## config.mk

```make
export PLATFORM = sky130hd
export DESIGN_NAME = up_loader_flat
export DESIGN_NICKNAME = d
export VERILOG_FILES = /design/src/rtl/up_loader_pkg.sv /design/src/rtl/up_loader_if.sv /design/src/rtl/up_loader.sv /design/src/flat_wrapper.sv
export SDC_FILE = /design/constraint.sdc
export NUM_CORES = 1
export LEC_CHECK = 0
export ABC_AREA = 1
export CAP_MARGIN = 15
export CORE_MARGIN = 3
export CORE_UTILIZATION = 57
export DETAILED_ROUTE_END_ITERATION = 10
export GPL_TIMING_DRIVEN = 0
export PLACE_DENSITY = 0.86
export SYNTH_ARGS = -nofsm -noshare
export SYNTH_HDL_FRONTEND = slang
export SYNTH_SLANG_ARGS = --single-unit
export TNS_END_PERCENT = 100
```

## constraint.sdc

```tcl
create_clock -name clk -period 3.2 [get_ports clk]
set_clock_uncertainty 0.2 [all_clocks]
set_input_delay 0.8 -clock clk [delete_from_list [all_inputs] [get_ports clk]]
set_output_delay 0.8 -clock clk [all_outputs]
set_load 0.02 [all_outputs]
```

## src/rtl/up_loader_pkg.sv

```systemverilog
// Shared types and constants for the UART program loader.
// State encoding and default protocol bytes.
package up_loader_pkg;

    typedef enum logic [2:0] {
        IDLE = 3'd0,
        LEN  = 3'd1,
        DATA = 3'd2,
        ECHO = 3'd3,
        CSUM = 3'd4,
        RUN  = 3'd5
    } state_t;

    localparam logic [7:0] SYNC_DEFAULT = 8'h55;
    localparam logic [7:0] HALT_DEFAULT = 8'hAA;

endpackage

```

## src/rtl/up_loader_if.sv

```systemverilog
// UART, CPU and shared-memory signals of the loader.
// master drives the environment side, slave is the loader.
interface up_loader_if;

    logic [7:0] rx_data;
    logic       rx_valid;
    logic       tx_busy;
    logic [7:0] tx_data;
    logic       tx_start;
    logic [7:0] cpu_addr;
    logic       cpu_we;
    logic [7:0] cpu_wdata;
    logic [7:0] mem_addr;
    logic [7:0] mem_wdata;
    logic       mem_we;
    logic       cpu_halt;
    logic       err;

    modport master (
        output rx_data, rx_valid, tx_busy,
        output cpu_addr, cpu_we, cpu_wdata,
        input  tx_data, tx_start,
        input  mem_addr, mem_wdata, mem_we,
        input  cpu_halt, err
    );

    modport slave (
        input  rx_data, rx_valid, tx_busy,
        input  cpu_addr, cpu_we, cpu_wdata,
        output tx_data, tx_start,
        output mem_addr, mem_wdata, mem_we,
        output cpu_halt, err
    );

endinterface

```

## src/rtl/up_loader.sv

```systemverilog
// Loads a program over UART into shared memory, echoing each byte
// and a checksum, then hands the memory port to the CPU.
module up_loader
    import up_loader_pkg::*;
#(
    parameter logic [7:0] SYNC_BYTE = SYNC_DEFAULT,
    parameter logic [7:0] HALT_BYTE = HALT_DEFAULT
) (
    input logic      clk,
    input logic      nRst,
    up_loader_if.slave bus
);

    state_t     state;
    logic [7:0] len;
    logic [7:0] cnt;
    logic [7:0] csum;
    logic [7:0] byte_q;
    logic [7:0] addr_q;
    logic [7:0] wdata_q;
    logic       we_q;
    logic [7:0] tx_data_q;
    logic       tx_start_q;
    logic       err_q;
    logic       run;

    // CPU owns the memory port only in RUN; otherwise the loader drives it.
    assign run           = (state == RUN);
    assign bus.cpu_halt  = !run;
    assign bus.mem_addr  = run ? bus.cpu_addr  : addr_q;
    assign bus.mem_wdata = run ? bus.cpu_wdata : wdata_q;
    assign bus.mem_we    = run ? bus.cpu_we    : we_q;
    assign bus.tx_data   = tx_data_q;
    assign bus.tx_start  = tx_start_q;
    assign bus.err       = err_q;

    // Load sequencer with registered write/transmit strobes.
    always_ff @(posedge clk or negedge nRst) begin
        if (!nRst) begin
            state      <= IDLE;
            len        <= 8'h00;
            cnt        <= 8'h00;
            csum       <= 8'h00;
            byte_q     <= 8'h00;
            addr_q     <= 8'h00;
            wdata_q    <= 8'h00;
            we_q       <= 1'b0;
            tx_data_q  <= 8'h00;
            tx_start_q <= 1'b0;
            err_q      <= 1'b0;
        end else begin
            we_q       <= 1'b0;
            tx_start_q <= 1'b0;
            unique case (state)
                IDLE: begin
                    if (bus.rx_valid && bus.rx_data == SYNC_BYTE) begin
                        err_q <= 1'b0;
                        state <= LEN;
                    end
                end
                LEN: begin
                    if (bus.rx_valid) begin
                        len   <= bus.rx_data;
                        cnt   <= 8'h00;
                        csum  <= 8'h00;
                        state <= DATA;
                    end
                end
                DATA: begin
                    if (bus.rx_valid) begin
                        addr_q  <= cnt;
                        wdata_q <= bus.rx_data;
                        we_q    <= 1'b1;
                        byte_q  <= bus.rx_data;
                        csum    <= csum + bus.rx_data;
                        state   <= ECHO;
                    end
                end
                ECHO: begin
                    if (bus.rx_valid) err_q <= 1'b1;
                    if (!bus.tx_busy) begin
                        tx_data_q  <= byte_q;
                        tx_start_q <= 1'b1;
                        cnt        <= cnt + 8'd1;
                        // len==0 means 256: last byte is then at 8'hFF
                        state <= (cnt == len - 8'd1) ? CSUM : DATA;
                    end
                end
                CSUM: begin
                    if (bus.rx_valid) err_q <= 1'b1;
                    if (!bus.tx_busy) begin
                        tx_data_q  <= csum;
                        tx_start_q <= 1'b1;
                        state      <= RUN;
                    end
                end
                RUN: begin
                    if (bus.rx_valid && bus.rx_data == HALT_BYTE)
                        state <= IDLE;
                end
                default: state <= IDLE;
            endcase
        end
    end

endmodule

```

## src/flat_wrapper.sv

```systemverilog
// flat-port wrapper written by rule: the top's interface ports become plain ports
module up_loader_flat import up_loader_pkg::*;
#(
    parameter logic [7:0] SYNC_BYTE = SYNC_DEFAULT,
    parameter logic [7:0] HALT_BYTE = HALT_DEFAULT
)
  (clk, nRst, bus_rx_data, bus_rx_valid, bus_tx_busy, bus_cpu_addr, bus_cpu_we, bus_cpu_wdata, bus_tx_data, bus_tx_start, bus_mem_addr, bus_mem_wdata, bus_mem_we, bus_cpu_halt, bus_err);
  up_loader_if bus_i ();
  input logic clk;
  input logic nRst;
  input wire logic [$bits(bus_i.rx_data)-1:0] bus_rx_data;
  input wire logic [$bits(bus_i.rx_valid)-1:0] bus_rx_valid;
  input wire logic [$bits(bus_i.tx_busy)-1:0] bus_tx_busy;
  input wire logic [$bits(bus_i.cpu_addr)-1:0] bus_cpu_addr;
  input wire logic [$bits(bus_i.cpu_we)-1:0] bus_cpu_we;
  input wire logic [$bits(bus_i.cpu_wdata)-1:0] bus_cpu_wdata;
  output wire logic [$bits(bus_i.tx_data)-1:0] bus_tx_data;
  output wire logic [$bits(bus_i.tx_start)-1:0] bus_tx_start;
  output wire logic [$bits(bus_i.mem_addr)-1:0] bus_mem_addr;
  output wire logic [$bits(bus_i.mem_wdata)-1:0] bus_mem_wdata;
  output wire logic [$bits(bus_i.mem_we)-1:0] bus_mem_we;
  output wire logic [$bits(bus_i.cpu_halt)-1:0] bus_cpu_halt;
  output wire logic [$bits(bus_i.err)-1:0] bus_err;
  assign bus_i.rx_data = bus_rx_data;
  assign bus_i.rx_valid = bus_rx_valid;
  assign bus_i.tx_busy = bus_tx_busy;
  assign bus_i.cpu_addr = bus_cpu_addr;
  assign bus_i.cpu_we = bus_cpu_we;
  assign bus_i.cpu_wdata = bus_cpu_wdata;
  assign bus_tx_data = bus_i.tx_data;
  assign bus_tx_start = bus_i.tx_start;
  assign bus_mem_addr = bus_i.mem_addr;
  assign bus_mem_wdata = bus_i.mem_wdata;
  assign bus_mem_we = bus_i.mem_we;
  assign bus_cpu_halt = bus_i.cpu_halt;
  assign bus_err = bus_i.err;
  up_loader #(.SYNC_BYTE(SYNC_BYTE), .HALT_BYTE(HALT_BYTE)) u_core (.clk(clk), .nRst(nRst), .bus(bus_i));
endmodule
```

==> reports/qor.csv <==
metric,value,unit
Worst Reg-to-Reg Cells,11,
vias per cell,5.37,
routability congestion estimate,0.904,
Crit. End Element,output port,
Clk pwr share,0.159,
worst path required time,2.20,ns
crit path capture,bus_mem_addr[7],
Worst Tran Pin Value,0.552,ns
crit path cell chain,"inv_1, nor2_2, nand2_2, clkinv_2, nand2_1, nand2_1, clkdlybuf4s50_1",
Main synth FF type,dfrtp_1,
internal reg-to-reg setup slack,1.16,ns
Skew-Pair Late Insertion Delay,0.32,ns
gr ovfl total,0,
Starting Density,0.604,
CP max-delay cell,clkdlybuf4s50_1,
Comb power frac,0.504,
CTS H-tree depth,2,
Nets,532,
Synth top area share,0.424,
Synth Register Bits,54,
Syn Std Cell Area,3190,sq um
setup violators final,0,
FF-to-FF Start,u_core.csum[0],
Critical Path Fanout Max,10,
clock sinks,54,
Worst Path Arrival,2.06,ns
clk slew on worst S/H paths,0.10,ns
crit start category,flip-flop,
Worst path max stage delay,0.60,ns
total CTS buffers,5,
ANT cells,0,
status,"finished, final reports clean",
peak supply drop,0.549,mV
core area,5270,sq um
Overall Power,3.54,mW
vias in the first global route,2759,
DIE AREA,6520,sq um
synthesized instance count,429,
DRC Markers,0,
final count of hold timing violations,0,
drt pass-1 iters,5,
Die Height,80.8,um
Post-synth EDFFs,0,
Final Hold Slack,0.256,ns
hold_buf cts,0,
MaxCap Viol Count,0,
RSZ-0062 raised after global routing,no,
share of cells above drive strength 1,0.0992,
"Avg Cell Area, Syn",7.43,sq um
asr flop ratio synth,1.00,
reg2reg end,u_core.csum[6],
most numerous cell in the Yosys netlist,nand2_1,
DIE WIDTH,80.8,um
Final Max Slew Viols,0,
initial antenna violation count,0,
Peak Freq,0.327,GHz
Slew Limit Headroom,0.632,
Worst Hold Class,input port to async pin,
final period utilization,0.957,
Non-Filler Instances,564,
first-pass GRT wire length,12.9,mm
WL/cell,14.1,um
Power per Cell Area,887,nW/um^2
final setup margin,0.138,ns
"Design Area, Final",3990,sq um
largest net degree at the start of global routing,31,
TritonCTS clock tree,built,
Port Buffer Count,56,
crit path kind,flip-flop to output port,
sw frac,0.433,
Detail Route Antenna Nets,0,
post-layout min period,3.06,ns
Synth Warn #,0,
WL final,7.94,mm
crit-path most repeated cell,nand2_1,
Reg power frac,0.336,
via count,3027,
post-synth top area cell,dfrtp_1,
Cell Rows,26,
maximum root-to-sink buffer count,2,
# fillers,395,
synth unique cells,33,
Syn Nets,468,
Total GRT Usage,0.257,
Root Driver,clkbuf_8,
Psw,1.53,mW
pre-CTS setup slack,0.183,ns
Area growth syn-to-layout,25.3,%
dpl cells,556,
Critical Path Source,u_core.state[0],
Leak Pwr,2.07,nW
Post-DP HPWL,6.01,mm
top post-synthesis cells by area,"dfrtp_1 (42%), nand2_1 (19%), inv_1 (4.6%)",
synth cell count leaders,"nand2_1 (163), dfrtp_1 (54), inv_1 (39)",
initial DRC count,229,
sequential element share of the synthesized area,0.424,
Placed Area,3850,sq um
num ports,57,
Pint,2.01,mW
metal layers:
metal	track usage	vias to the layer above	wire length [um]
met4	0.0878	0	140
met1	0.348	1396	3510
met2	0.420	117	3740
met3	0.0432	14	553
met5	0	-	0
li1	-	1500	-
cells in the final DEF, fill, tap and decap left out, types with 2 or more instances in the layout:
cell | synthesis | routed
nand2_1 | 163 | 163
nand4_1 | 5 | 5
dfrtp_1 | 54 | 54
o21ai_2 | 12 | 12
nor2_2 | 3 | 3
o21ai_1 | 9 | 9
ha_1 | 9 | 9
xnor2_1 | 2 | 2
clkbuf_1 | 3 | 2
inv_2 | 3 | 3
buf_2 | 1 | 2
nand2_2 | 3 | 3
nand3_1 | 14 | 14
dlymetal6s2s_1 | 0 | 4
nor2_4 | 3 | 3
xor2_1 | 3 | 3
nor2_1 | 35 | 35
nand3_2 | 3 | 3
clkbuf_8 | 0 | 6
bufinv_16 | 0 | 2
dlygate4sd2_1 | 0 | 10
clkdlybuf4s50_1 | 0 | 41
a31oi_1 | 9 | 9
buf_6 | 4 | 4
o21ai_0 | 29 | 29
inv_1 | 39 | 39
nor3_1 | 3 | 3
a21oi_1 | 9 | 9
metrics by stage:
step | util | TNS, ns
3_3_place_gp | 0.727 | -23.82
4_1_cts | 0.755 | 0
6_report | 0.757 | 0
5_1_grt | 0.757 | 0
2_1_floorplan | - | 0
3_5_place_dp | 0.730 | 0
cells by family (layout without fill, tap and decap cells):
family | after synthesis | count (layout) | share of synthesized area
and+or+nand+nor | 237 | 237 | 0.318
DFF | 54 | 54 | 0.424
adders and majority gates | 10 | 10 | 0.0416
AOI/OAI and AO/OA | 70 | 70 | 0.129
buffers and inverters | 53 | 118 | 0.0734
xor gates and xnor gates | 5 | 5 | 0.0137
repair_timing:
item,CTS,global route
setup buffers,0,0
resized for setup,11,6
setup endpoints to repair,12,4
critical path, delay by kind of cell (launching register included):
kind	cells	cell delay (ns)
flops	1	0.41
buf+inv	3	0.86
simple gates	4	0.48
cell type report:
class | count | area [sq um] | share of cell area
Timing Repair Buffer | 57 | 573 | 0.144
Inverter | 44 | 166 | 0.0417
Buffer | 9 | 70.1 | 0.0176
Tap cell | 70 | 87.6 | 0.0219
Clock buffer | 6 | 82.6 | 0.0207
Sequential cell | 54 | 1350 | 0.339
Multi-Input combinational cell | 322 | 1600 | 0.401
Clock inverter | 2 | 60.1 | 0.0150
registers in the layout, indices dropped and copies added, names as in the netlist:
| register | cells |
|---|---|
| u_core.addr_q | 8 |
| u_core.bus.tx_data | 8 |
| u_core.byte_q | 8 |
| u_core.cnt | 8 |
| u_core.csum | 8 |
| u_core.len | 8 |
| u_core.state | 3 |
| u_core.bus.err | 1 |
| u_core.bus.tx_start | 1 |
| u_core.we_q | 1 |
worst min path at each step:
stage | endpoint | depth (start not counted) | from | slack [ns]
2_1_floorplan | u_core.addr_q[2] | 2 | u_core.addr_q[2] | 0.26
3_3_place_gp | u_core.addr_q[5] | 2 | u_core.addr_q[5] | 0.27
3_5_place_dp | u_core.addr_q[7] | 2 | u_core.addr_q[7] | 0.27
4_1_cts | u_core.bus.tx_start | 1 | nRst | 0.28
5_1_grt | u_core.bus.tx_start | 1 | nRst | 0.30
6_report | u_core.bus.tx_start | 1 | nRst | 0.26
power by group through the flow:
| stage | sequential (mW) | combinational (mW) | clock [mW] |
|---|---|---|---|
| after floorplan | 1.21 | 1.16 | 0 |
| after global placement | 1.18 | 1.74 | 0 |
| after detailed placement | 1.20 | 1.80 | 0 |
| after CTS | 1.19 | 1.78 | 0.570 |
| after global routing | 1.23 | 2.00 | 0.592 |
| final | 1.19 | 1.79 | 0.564 |
No activity file was read; power rests on OpenSTA's default activity.
